`src/rtl/record_mode.sv`:
```
`default_nettype none
// ============================================================================
// Module   : record_mode
// Captures live note-key input as quantised {octave, note, length} entries.
// Revision : 1.0
// ============================================================================
module record_mode #(
    parameter int DEPTH_BITS  = 6,
    parameter int OCTAVE_BITS = 3,
    parameter int NOTE_BITS   = 4,
    parameter int LENGTH_BITS = 3
) (
    input  logic                   clk,
    input  logic                   rst_n,
    input  logic                   en,
    input  logic                   beat_tick,
    input  logic                   oct_up,
    input  logic                   oct_down,
    input  logic [2:0]             note_key,
    input  logic [DEPTH_BITS-1:0]  rd_addr,
    output logic [OCTAVE_BITS-1:0] rd_octave,
    output logic [NOTE_BITS-1:0]   rd_note,
    output logic [LENGTH_BITS-1:0] rd_length,
    output logic [DEPTH_BITS:0]    track,
    output logic                   recording,
    output logic                   full,
    output logic [OCTAVE_BITS-1:0] octave
);

    localparam int                     c_ENTRY_W   = OCTAVE_BITS + NOTE_BITS + LENGTH_BITS;
    localparam int                     c_DEPTH     = 1 << DEPTH_BITS;
    localparam logic [DEPTH_BITS:0]    c_FULL_CNT  = (DEPTH_BITS+1)'(c_DEPTH);
    localparam logic [OCTAVE_BITS-1:0] c_OCT_RESET = OCTAVE_BITS'(4);
    localparam logic [OCTAVE_BITS-1:0] c_OCT_MIN   = OCTAVE_BITS'(1);
    localparam logic [OCTAVE_BITS-1:0] c_OCT_MAX   = OCTAVE_BITS'(7);
    localparam logic [2:0]             c_NO_KEY    = 3'd7;
    localparam logic [4:0]             c_DUR_MAX   = 5'd31;

    typedef enum logic [2:0] {
        S_IDLE  = 3'd0,
        S_ARMED = 3'd1,
        S_HOLD  = 3'd2,
        S_GAP   = 3'd3,
        S_CLOSE = 3'd4,
        S_DONE  = 3'd5
    } state_t;

    state_t                  r_state,     w_state_nxt;
    logic [DEPTH_BITS:0]     r_cnt,       w_cnt_nxt;
    logic [DEPTH_BITS:0]     r_track,     w_track_nxt;
    logic [OCTAVE_BITS-1:0]  r_octave,    w_octave_nxt;
    logic                    r_full,      w_full_nxt;
    logic [2:0]              r_key_q,     w_key_q_nxt;
    logic [4:0]              r_dur,       w_dur_nxt;
    logic [NOTE_BITS-1:0]    r_note,      w_note_nxt;
    logic [OCTAVE_BITS-1:0]  r_lat_oct,   w_lat_oct_nxt;
    logic                    r_from_hold, w_from_hold_nxt;

    logic                    w_wr_en;
    logic [c_ENTRY_W-1:0]    w_wr_data;
    logic [DEPTH_BITS:0]     w_cnt_inc;
    logic                    w_wr_fills;
    logic [4:0]              w_dur_inc;
    logic                    w_recording;

    logic [c_ENTRY_W-1:0]    r_mem [c_DEPTH];
    logic [c_ENTRY_W-1:0]    r_rd_data;

    // Length codes: 1/16, 1/8, 1/4, 1/2, whole.
    function automatic logic [LENGTH_BITS-1:0] f_quant(input logic [4:0] d);
        if (d >= 5'd16)     return LENGTH_BITS'(3'd4);
        else if (d >= 5'd8) return LENGTH_BITS'(3'd3);
        else if (d >= 5'd4) return LENGTH_BITS'(3'd2);
        else if (d >= 5'd2) return LENGTH_BITS'(3'd1);
        else                return LENGTH_BITS'(3'd0);
    endfunction

    assign w_recording = (r_state == S_ARMED) || (r_state == S_HOLD) || (r_state == S_GAP);
    assign w_cnt_inc   = r_cnt + 1'b1;
    assign w_wr_fills  = (w_cnt_inc == c_FULL_CNT);
    assign w_dur_inc   = (r_dur == c_DUR_MAX) ? r_dur : r_dur + 5'd1;

    always_ff @(posedge clk or negedge rst_n) begin
        if (!rst_n) begin
            r_state     <= S_IDLE;
            r_cnt       <= '0;
            r_track     <= '0;
            r_octave    <= c_OCT_RESET;
            r_full      <= 1'b0;
            r_key_q     <= c_NO_KEY;
            r_dur       <= '0;
            r_note      <= '0;
            r_lat_oct   <= '0;
            r_from_hold <= 1'b0;
        end else begin
            r_state     <= w_state_nxt;
            r_cnt       <= w_cnt_nxt;
            r_track     <= w_track_nxt;
            r_octave    <= w_octave_nxt;
            r_full      <= w_full_nxt;
            r_key_q     <= w_key_q_nxt;
            r_dur       <= w_dur_nxt;
            r_note      <= w_note_nxt;
            r_lat_oct   <= w_lat_oct_nxt;
            r_from_hold <= w_from_hold_nxt;
        end
    end

    always_comb begin
        w_state_nxt     = r_state;
        w_cnt_nxt       = r_cnt;
        w_track_nxt     = r_track;
        w_octave_nxt    = r_octave;
        w_full_nxt      = r_full;
        w_key_q_nxt     = r_key_q;
        w_dur_nxt       = r_dur;
        w_note_nxt      = r_note;
        w_lat_oct_nxt   = r_lat_oct;
        w_from_hold_nxt = r_from_hold;
        w_wr_en         = 1'b0;
        w_wr_data       = {r_lat_oct, r_note, f_quant(r_dur)};

        // Simultaneous up and down cancel out.
        if (w_recording) begin
            if (oct_up && !oct_down && (r_octave < c_OCT_MAX))
                w_octave_nxt = r_octave + 1'b1;
            else if (oct_down && !oct_up && (r_octave > c_OCT_MIN))
                w_octave_nxt = r_octave - 1'b1;
        end

        case (r_state)
            S_IDLE: begin
                if (en) begin
                    w_cnt_nxt    = '0;
                    w_octave_nxt = c_OCT_RESET;
                    w_full_nxt   = 1'b0;
                    w_key_q_nxt  = c_NO_KEY;
                    w_dur_nxt    = '0;
                    w_state_nxt  = S_ARMED;
                end
            end
            S_ARMED: begin
                if (!en) begin
                    w_from_hold_nxt = 1'b0;
                    w_state_nxt     = S_CLOSE;
                end else if (note_key != c_NO_KEY) begin
                    w_note_nxt    = NOTE_BITS'(note_key) + NOTE_BITS'(1);
                    w_lat_oct_nxt = r_octave;
                    w_dur_nxt     = '0;
                    w_key_q_nxt   = note_key;
                    w_state_nxt   = S_HOLD;
                end
            end
            S_HOLD: begin
                if (!en) begin
                    w_from_hold_nxt = 1'b1;
                    w_state_nxt     = S_CLOSE;
                end else if (note_key != r_key_q) begin
                    w_wr_en   = 1'b1;
                    w_cnt_nxt = w_cnt_inc;
                    w_dur_nxt = '0;
                    if (w_wr_fills) begin
                        w_full_nxt  = 1'b1;
                        w_track_nxt = c_FULL_CNT;
                        w_state_nxt = S_DONE;
                    end else if (note_key != c_NO_KEY) begin
                        w_note_nxt    = NOTE_BITS'(note_key) + NOTE_BITS'(1);
                        w_lat_oct_nxt = r_octave;
                        w_key_q_nxt   = note_key;
                    end else begin
                        w_key_q_nxt = c_NO_KEY;
                        w_state_nxt = S_GAP;
                    end
                end else if (beat_tick) begin
                    w_dur_nxt = w_dur_inc;
                end
            end
            S_GAP: begin
                if (!en) begin
                    w_from_hold_nxt = 1'b0;
                    w_state_nxt     = S_CLOSE;
                end else if (note_key != c_NO_KEY) begin
                    // A rest shorter than one time unit leaves no entry.
                    if (r_dur != 5'd0) begin
                        w_wr_en   = 1'b1;
                        w_wr_data = {r_lat_oct, NOTE_BITS'(0), f_quant(r_dur)};
                        w_cnt_nxt = w_cnt_inc;
                    end
                    w_dur_nxt = '0;
                    if ((r_dur != 5'd0) && w_wr_fills) begin
                        w_full_nxt  = 1'b1;
                        w_track_nxt = c_FULL_CNT;
                        w_state_nxt = S_DONE;
                    end else begin
                        w_note_nxt    = NOTE_BITS'(note_key) + NOTE_BITS'(1);
                        w_lat_oct_nxt = r_octave;
                        w_key_q_nxt   = note_key;
                        w_state_nxt   = S_HOLD;
                    end
                end else if (beat_tick) begin
                    w_dur_nxt = w_dur_inc;
                end
            end
            S_CLOSE: begin
                if (r_from_hold) begin
                    w_wr_en     = 1'b1;
                    w_cnt_nxt   = w_cnt_inc;
                    w_track_nxt = w_cnt_inc;
                    if (w_wr_fills)
                        w_full_nxt = 1'b1;
                end else begin
                    w_track_nxt = r_cnt;
                end
                w_state_nxt = S_DONE;
            end
            S_DONE: begin
                if (!en)
                    w_state_nxt = S_IDLE;
            end
            default: w_state_nxt = S_IDLE;
        endcase
    end

    // Track storage is deliberately left out of reset.
    always_ff @(posedge clk) begin
        if (w_wr_en)
            r_mem[r_cnt[DEPTH_BITS-1:0]] <= w_wr_data;
    end

    always_ff @(posedge clk or negedge rst_n) begin
        if (!rst_n)
            r_rd_data <= '0;
        else
            r_rd_data <= r_mem[rd_addr];
    end

    assign {rd_octave, rd_note, rd_length} = r_rd_data;
    assign track     = r_track;
    assign recording = w_recording;
    assign full      = r_full;
    assign octave    = r_octave;

endmodule
`default_nettype wire

```
`config.mk`:
```
export PLATFORM = sky130hd
export DESIGN_NAME = record_mode
export DESIGN_NICKNAME = d
export VERILOG_FILES = /design/src/rtl/record_mode.sv
export SDC_FILE = /design/constraint.sdc
export NUM_CORES = 1
export LEC_CHECK = 0
export BUFFER_PORTS_ARGS = -buffer_cell sky130_fd_sc_hd__buf_2
export CORE_ASPECT_RATIO = 0.8
export CORE_UTILIZATION = 51
export DETAILED_ROUTE_END_ITERATION = 16
export PLACE_DENSITY = 0.67
export REMOVE_ABC_BUFFERS = 1
export SLEW_MARGIN = 40
export SYNTH_ARGS = -nofsm -noshare
export SYNTH_HDL_FRONTEND = slang
export SYNTH_SLANG_ARGS = --single-unit
```
`constraint.sdc`:
```
create_clock -name clk -period 3.9 [get_ports clk]
set_input_delay 0.78 -clock clk [delete_from_list [all_inputs] [get_ports clk]]
set_output_delay 0.78 -clock clk [all_outputs]
set_load 0.02 [all_outputs]
```
==> results of run 1 <==
## where the power goes
part           total, mW  internal, mW  switching, mW  leakage, nW
logic               2.08         0.647           1.43         2.85
clock network       6.04          3.41           2.63        0.993
registers           9.13          8.83          0.299         6.43
total               17.2          12.9           4.37         10.3
## registers in the layout, indices dropped and copies added, names as in the netlist
signal       flops
r_mem          640
r_rd_data       10
r_cnt            7
track            7
r_dur            5
r_note           4
octave           3
r_key_q          3
r_lat_oct        3
r_state          3
full             1
r_from_hold      1
## stage by stage
| step | power [mW] | worst slack (ns) |
|---|---|---|
| after CTS | 17.3 | 0.821 |
| after floorplan | 10.3 | -0.187 |
| after global placement | 11.3 | 0.608 |
| after global routing | 17.8 | 0.629 |
| after detailed placement | 11.4 | 0.540 |
| final | 17.2 | 0.793 |
## kinds of logic (layout without fill, tap and decap cells)
logic type               count (synthesis)  after routing  share of synthesized area, %
adder cells (fa/ha/maj)                  8              8                         0.365
flip-flops                             687            687                          74.4
buffers and inverters                   88            282                          1.35
AND/OR/NAND/NOR                        268            268                          4.85
XOR/XNOR                                11             11                         0.351
AO/OA/AOI/OAI                          161            161                          4.43
multiplexers                           199            199                          14.3
## worst paths after layout
path                          start            to  slack (ns)  depth (start not counted)
max                        r_cnt[0]  r_lat_oct[1]        0.79                          5
min                           rst_n      track[3]        0.17                          1
max reg2reg                r_cnt[0]  r_lat_oct[1]        0.79                          5
min reg2reg                r_dur[0]      r_dur[0]        0.50                          1
max in group asynchronous     rst_n    r_key_q[2]        3.02                          2
min in group clk           r_dur[0]      r_dur[0]        0.50                          1
## area by class of cell
class                   count  area, µm²  area share (%)
flip-flops and latches    687      20400            65.4
multi-input cells         647       6730            21.6
clock buffers              87       1810            5.82
repair buffers            152       1130            3.62
well taps                 693        867            2.78
clock inverters            29        193           0.618
inverters                  14       52.6           0.168
## worst reg2reg max path: stages, from the launching register on
cell	delay [ns]
dfrtp_1	0.75
nand3_2	0.29
or4b_1	0.63
a221oi_4	0.50
a2111o_1	0.44
mux2_2	0.38
## cell usage in the layout (no fill, tap or decap), drive strengths merged, types with 5 or more instances in the layout
master  count
a211oi      8
a21oi      17
a221oi      5
a22o       15
a22oi      27
a31oi       6
and2        5
and3        6
buf       152
clkbuf     87
clkinv     25
dfrtp      43
edfxtp    640
ha          8
inv        16
mux2       21
mux2i      26
mux4      152
nand2      46
nand2b     18
nand3      21
nand3b      8
nor2       93
nor2b      20
nor3       20
nor4        8
o211ai      7
o21a        5
o21ai      19
o22ai       9
or3         6
xnor2       7
## per-layer routing
| layer | share of wire [%] | global-route usage, % | wire length (µm) | vias to the layer above |
|---|---|---|---|---|
| met5 | 0.15 | 1.16 | 95 | - |
| met4 | 2.4 | 6.62 | 1580 | 4 |
| met3 | 10 | 6.32 | 6870 | 104 |
| met2 | 44 | 35.3 | 29000 | 677 |
| met1 | 43 | 38.0 | 27800 | 7443 |
| li1 | - | - | - | 6140 |
==> flow_metrics.tcl, run 1 <==
set metrics [dict create \
    relSlewSlack_pct 46.6 \
    setup_tns_ns 0 \
    cts_buffer_depth 3 \
    drt_iter0_markers 2057 \
    hold_viol_final 0 \
    ios 37 \
    clock_sinks 687 \
    crit_chain "nand3_2 > or4b_1 > a221oi_4 > a2111o_1 > mux2_2" \
    yosysWarnings 0 \
    ys_async_sr_fraction_pct 6.84 \
    final_antenna_net_count 0 \
    cts-resized-gates 0 \
    dpl.hpwl_mm 41.1 \
    ir_drop_v 0.000492 \
    synthTopCellsByCount "edfxtp_1 (640), mux4_2 (152), nor2_1 (93)" \
    core_um2 52700 \
    setup_viol 0 \
    place.gp.congestion 0.874 \
    place_area_um2 29200 \
    fmax_mhz 322 \
    crit_path_max_fanout 17 \
    nFillCells 3821 \
    vias 14400 \
    worst_pin_slew_ns 0.798 \
    cpPeakStageDelay_ns 0.75 \
    htreeDepth 3 \
    nNetsFinal 1591 \
    rsz0062_at_grt "no" \
    crit_family "compound AO/OA/AOI/OAI gates" \
    initial_utilization_pct 52.0 \
    cts_buffers 66 \
    grt_pass1_wl_mm 96.7 \
    fp.dieArea_um2 54700 \
    syn_avg_cell_area_um2 19.3 \
    clockRootBuffer "clkbuf_16" \
    syn_to_final_growth_pct 13.7 \
    synth_area_um2 27400 \
    status "finished clean" \
    synth_cells 1422 \
    synth_area_leaders "edfxtp_1 (70%), mux4_2 (12%), dfrtp_1 (3.9%)" \
    grt_max_degree 70 \
    synth-seq-cells 687 \
    crit_buf_inv 0 \
    p_per_area_nw_per_um2 553 \
    synth_edf_count 640 \
    n_antenna_cell 0 \
    antenna_found_initial 4 \
    hold_slack_ns 0.166 \
    setup.worst_path.class "reg2reg" \
    finalCritPeriodShare_pct 79.7 \
    portBuffers 36 \
    die_y_um 209 \
    fin_cells 2309 \
    post-synth-top-count-cell "edfxtp_1" \
    cp.arrival_ns 3.58 \
    final_area_um2 31200 \
    clkLatencyLatePin_ns 0.60 \
    grt_overflow 0 \
    slew_viol_final 0 \
    drt_wl_total_mm 65.4 \
    synth_ff_type "edfxtp_1" \
    layout-drive-gt1-share_pct 27.6 \
    critPathRequiredTime_ns 4.37 \
    dp.cells 2192 \
    grt_usage_pct 24.8 \
    fin_crit_ns 3.11 \
    cts_tree "yes" \
    yosysTopAreaCellShare_pct 70.1 \
    die_width_um 261 \
    drcViolationCount 0 \
    routedWlPerCell_um 28.3 \
    cts_hold_buffers 0 \
    clk_pin_slew_worst_paths_ns 0.06 \
    yosys.area.top_type "edfxtp_1" \
    post_cts_buffers 0 \
    clock_skew_ns 0.0236 \
    avgViaCountPerCell 6.22 \
    utilization_pct 59.1 \
    synth.distinct_cells 70 \
    hold_path.class "in2async" \
    maxCapViolCount 0 \
    grt_pass1_vias 14300 \
    end_kind "flop" \
    start_kind "flop" \
    drtPass1Iterations 8 \
    power.leakage_nw 10.3 \
    slowest_stage "dfrtp_1" \
    rows 75 \
    synth-seq-area-share_pct 74.4 \
]
Power figures use the tool's default switching activity.
==> run 2, diff against run 1 <==
Settings changed: ABC_AREA set to 1.
Clock period 3.9 ns to 2.9 ns, I/O delays scaled along.
==> run 2 against run 1 <==
  * Final area grew 5.4%
  * Clock-buffer cell count rose by 4
  * Clock power grew 46%
  * First-iteration DRC count is 29% higher
  * Hold slack better by 0.13 ns
  * Largest cell class unchanged
  * Clock skew fell by 0.0024 ns
  * Routed wire length rose by 21%
  * Global-route usage rose by 3.1 points
  * Combinational power increased by 89%
  * Total power is 46% higher
==> flow_metrics.tcl, run 2 <==
set metrics [dict create \
    synth_edf_count 640 \
    synth_area_leaders "edfxtp_1 (67%), nand2_1 (9.3%), nand3_1 (7.4%)" \
    dpl.hpwl_mm 49.8 \
    clkLatencyLatePin_ns 0.61 \
    p_per_area_nw_per_um2 765 \
    hold_viol_final 0 \
    cts_buffers 68 \
    clock_sinks 687 \
    holdPathStages 3 \
    layout-drive-gt1-share_pct 11.5 \
    avgViaCountPerCell 5.85 \
    routedWlPerCell_um 23.0 \
    grt_pass1_vias 19200 \
    yosysTopAreaCellShare_pct 66.8 \
    clock_skew_ns 0.0212 \
    rows 77 \
    largest_reg_flops 640 \
    cts_tree "yes" \
    ir_drop_v 0.000559 \
    relSlewSlack_pct 47.3 \
    post_cts_buffers 0 \
    layout_common_cells "nand2_1 (709), edfxtp_1 (640), nand3_1 (424)" \
    start_kind "flop" \
    fin_crit_ns 2.67 \
    hold_path.class "in2reg" \
    synth-seq-cells 687 \
    die_y_um 214 \
    status "finished clean" \
    initial_utilization_pct 51.8 \
    cp.arrival_ns 2.97 \
    n_antenna_cell 0 \
    htreeDepth 3 \
    final_antenna_net_count 0 \
    syn_avg_cell_area_um2 11.3 \
    worst_pin_slew_ns 0.790 \
    grt_max_degree 99 \
    cts_buffer_depth 3 \
    clk_pin_slew_worst_paths_ns 0.06 \
    synth-seq-area-share_pct 70.9 \
    yosysWarnings 0 \
    crit_path_max_fanout 10 \
    post-synth-top-count-cell "nand2_1" \
    maxCapViolCount 0 \
    portBuffers 36 \
    finalWorstSetupSlack_ns 0.233 \
    grt_usage_pct 27.8 \
    place.gp.congestion 0.954 \
    drt_wl_total_mm 78.8 \
    synth_cells 2536 \
    synth.distinct_cells 45 \
    grt_pass1_wl_mm 118 \
    setup.worst_path.class "reg2reg" \
    critPathRequiredTime_ns 3.20 \
    nNetsFinal 2643 \
    utilization_pct 59.2 \
    synthTopCellsByCount "nand2_1 (709), edfxtp_1 (640), nand3_1 (424)" \
    drtPass1Iterations 6 \
    slew_viol_final 0 \
    ios 37 \
    drt_iter0_markers 2657 \
    clockRootBuffer "clkbuf_16" \
    setup_viol 0 \
    finalCritPeriodShare_pct 92.0 \
    core_um2 55500 \
    r2r_cells 11 \
    power.leakage_nw 12.4 \
    synth_ff_type "edfxtp_1" \
    end_kind "flop" \
    layout_commonest_cell "nand2_1" \
    drcViolationCount 0 \
    antenna_found_initial 1 \
    grt_overflow 0 \
    synth_area_um2 28800 \
    fp.dieArea_um2 57400 \
    syn_to_final_growth_pct 14.3 \
    rsz0062_at_grt "no" \
    die_width_um 268 \
    fmax_mhz 375 \
    yosys.area.top_type "edfxtp_1" \
    vias 20000 \
    ys_async_sr_fraction_pct 6.84 \
    dpl_worst_slack_ns 0.0600 \
    nFillCells 4443 \
]
## run 2: changes by cell type after synthesis, moves of 25 or more
cell,change
mux2i_1,-25
nand3_1,+404
a21oi_1,+46
inv_1,+77
mux4_2,-152
nor2_1,+66
o21ai_0,+99
nand2_1,+663
buf_2,+33
## run 2: cell type report
type / instances / area [µm²] / area share (%)
tap: 750 / 938 / 2.85
sequential: 687 / 20400 / 62.1
inverter: 98 / 380 / 1.16
clock inverter: 33 / 348 / 1.06
multi-input combinational: 1607 / 7380 / 22.4
timing repair buffer: 158 / 1550 / 4.70
clock buffer: 91 / 1870 / 5.69
## run 2: final timing paths
| path | start | slack (ns) | to |
|---|---|---|---|
| worst min-delay path | oct_up | 0.30 | octave[1] |
| worst max-delay path | r_dur[0] | 0.23 | r_mem[36][4] |
| worst max register to register | r_dur[0] | 0.23 | r_mem[36][4] |
| max in group asynchronous | rst_n | 1.77 | r_rd_data[9] |
| min in group asynchronous | rst_n | 0.54 | track[5] |
| worst min register to register | r_key_q[1] | 0.47 | r_key_q[1] |
## run 2: layer usage
layer  wire, µm  up-vias  track usage (%)
li1           -     9044                -
met5         13        -                0
met3       8980      119             6.44
met2      34800     1133             40.9
met1      33400     9720             42.2
met4       1660        2             6.48
## run 2: power by group
group | internal (mW) | total, mW | switching [mW]
clock | 5.18 | 8.84 | 3.66
combinational | 1.10 | 3.93 | 2.83
sequential | 11.9 | 12.4 | 0.444
total | 18.2 | 25.2 | 6.93
## run 2: cells by family (layout without fill, tap and decap cells)
group           count (synthesis)  after routing  synth area share, %
simple gates                 1352           1352                 20.4
flops                         687            687                 70.9
buf+inv                       242            380                 3.61
compound gates                239            239                 4.45
fa+ha+maj                       8              8                0.348
xor+xnor                        7              7                0.213
mux                             1              1               0.0348
## run 2: timing repair
action | 4_1_cts | 5_1_grt
hold buffers | 1 | 0
gates resized for setup | 0 | 0
hold endpoints to repair | 33 | 0
## run 2: stage by stage
step                      TNS, ns  hold slack, ns  area (µm²)  power, mW  instances
after floorplan           -214.36           0.284       28100       14.2       2392
after global placement          0           0.456       30500       16.2       3292
after detailed placement        0           0.457       30600       16.4       3298
after CTS                       0           0.267       32900       25.1       3423
after global routing            0           0.315       32900       25.9       3424
final                           0           0.296       32900       25.2       3424
## run 2: worst max-delay path, cell delays in order (launching register included)
cell and delay, ns:
dfrtp_1 0.41, inv_1 0.06, ha_1 0.20, nand3_1 0.08
nor2_1 0.07, buf_4 0.14, o21ai_1 0.15, o211ai_1 0.19
nand2_2 0.24, nand2_1 0.33, nor2_1 0.26, buf_4 0.22
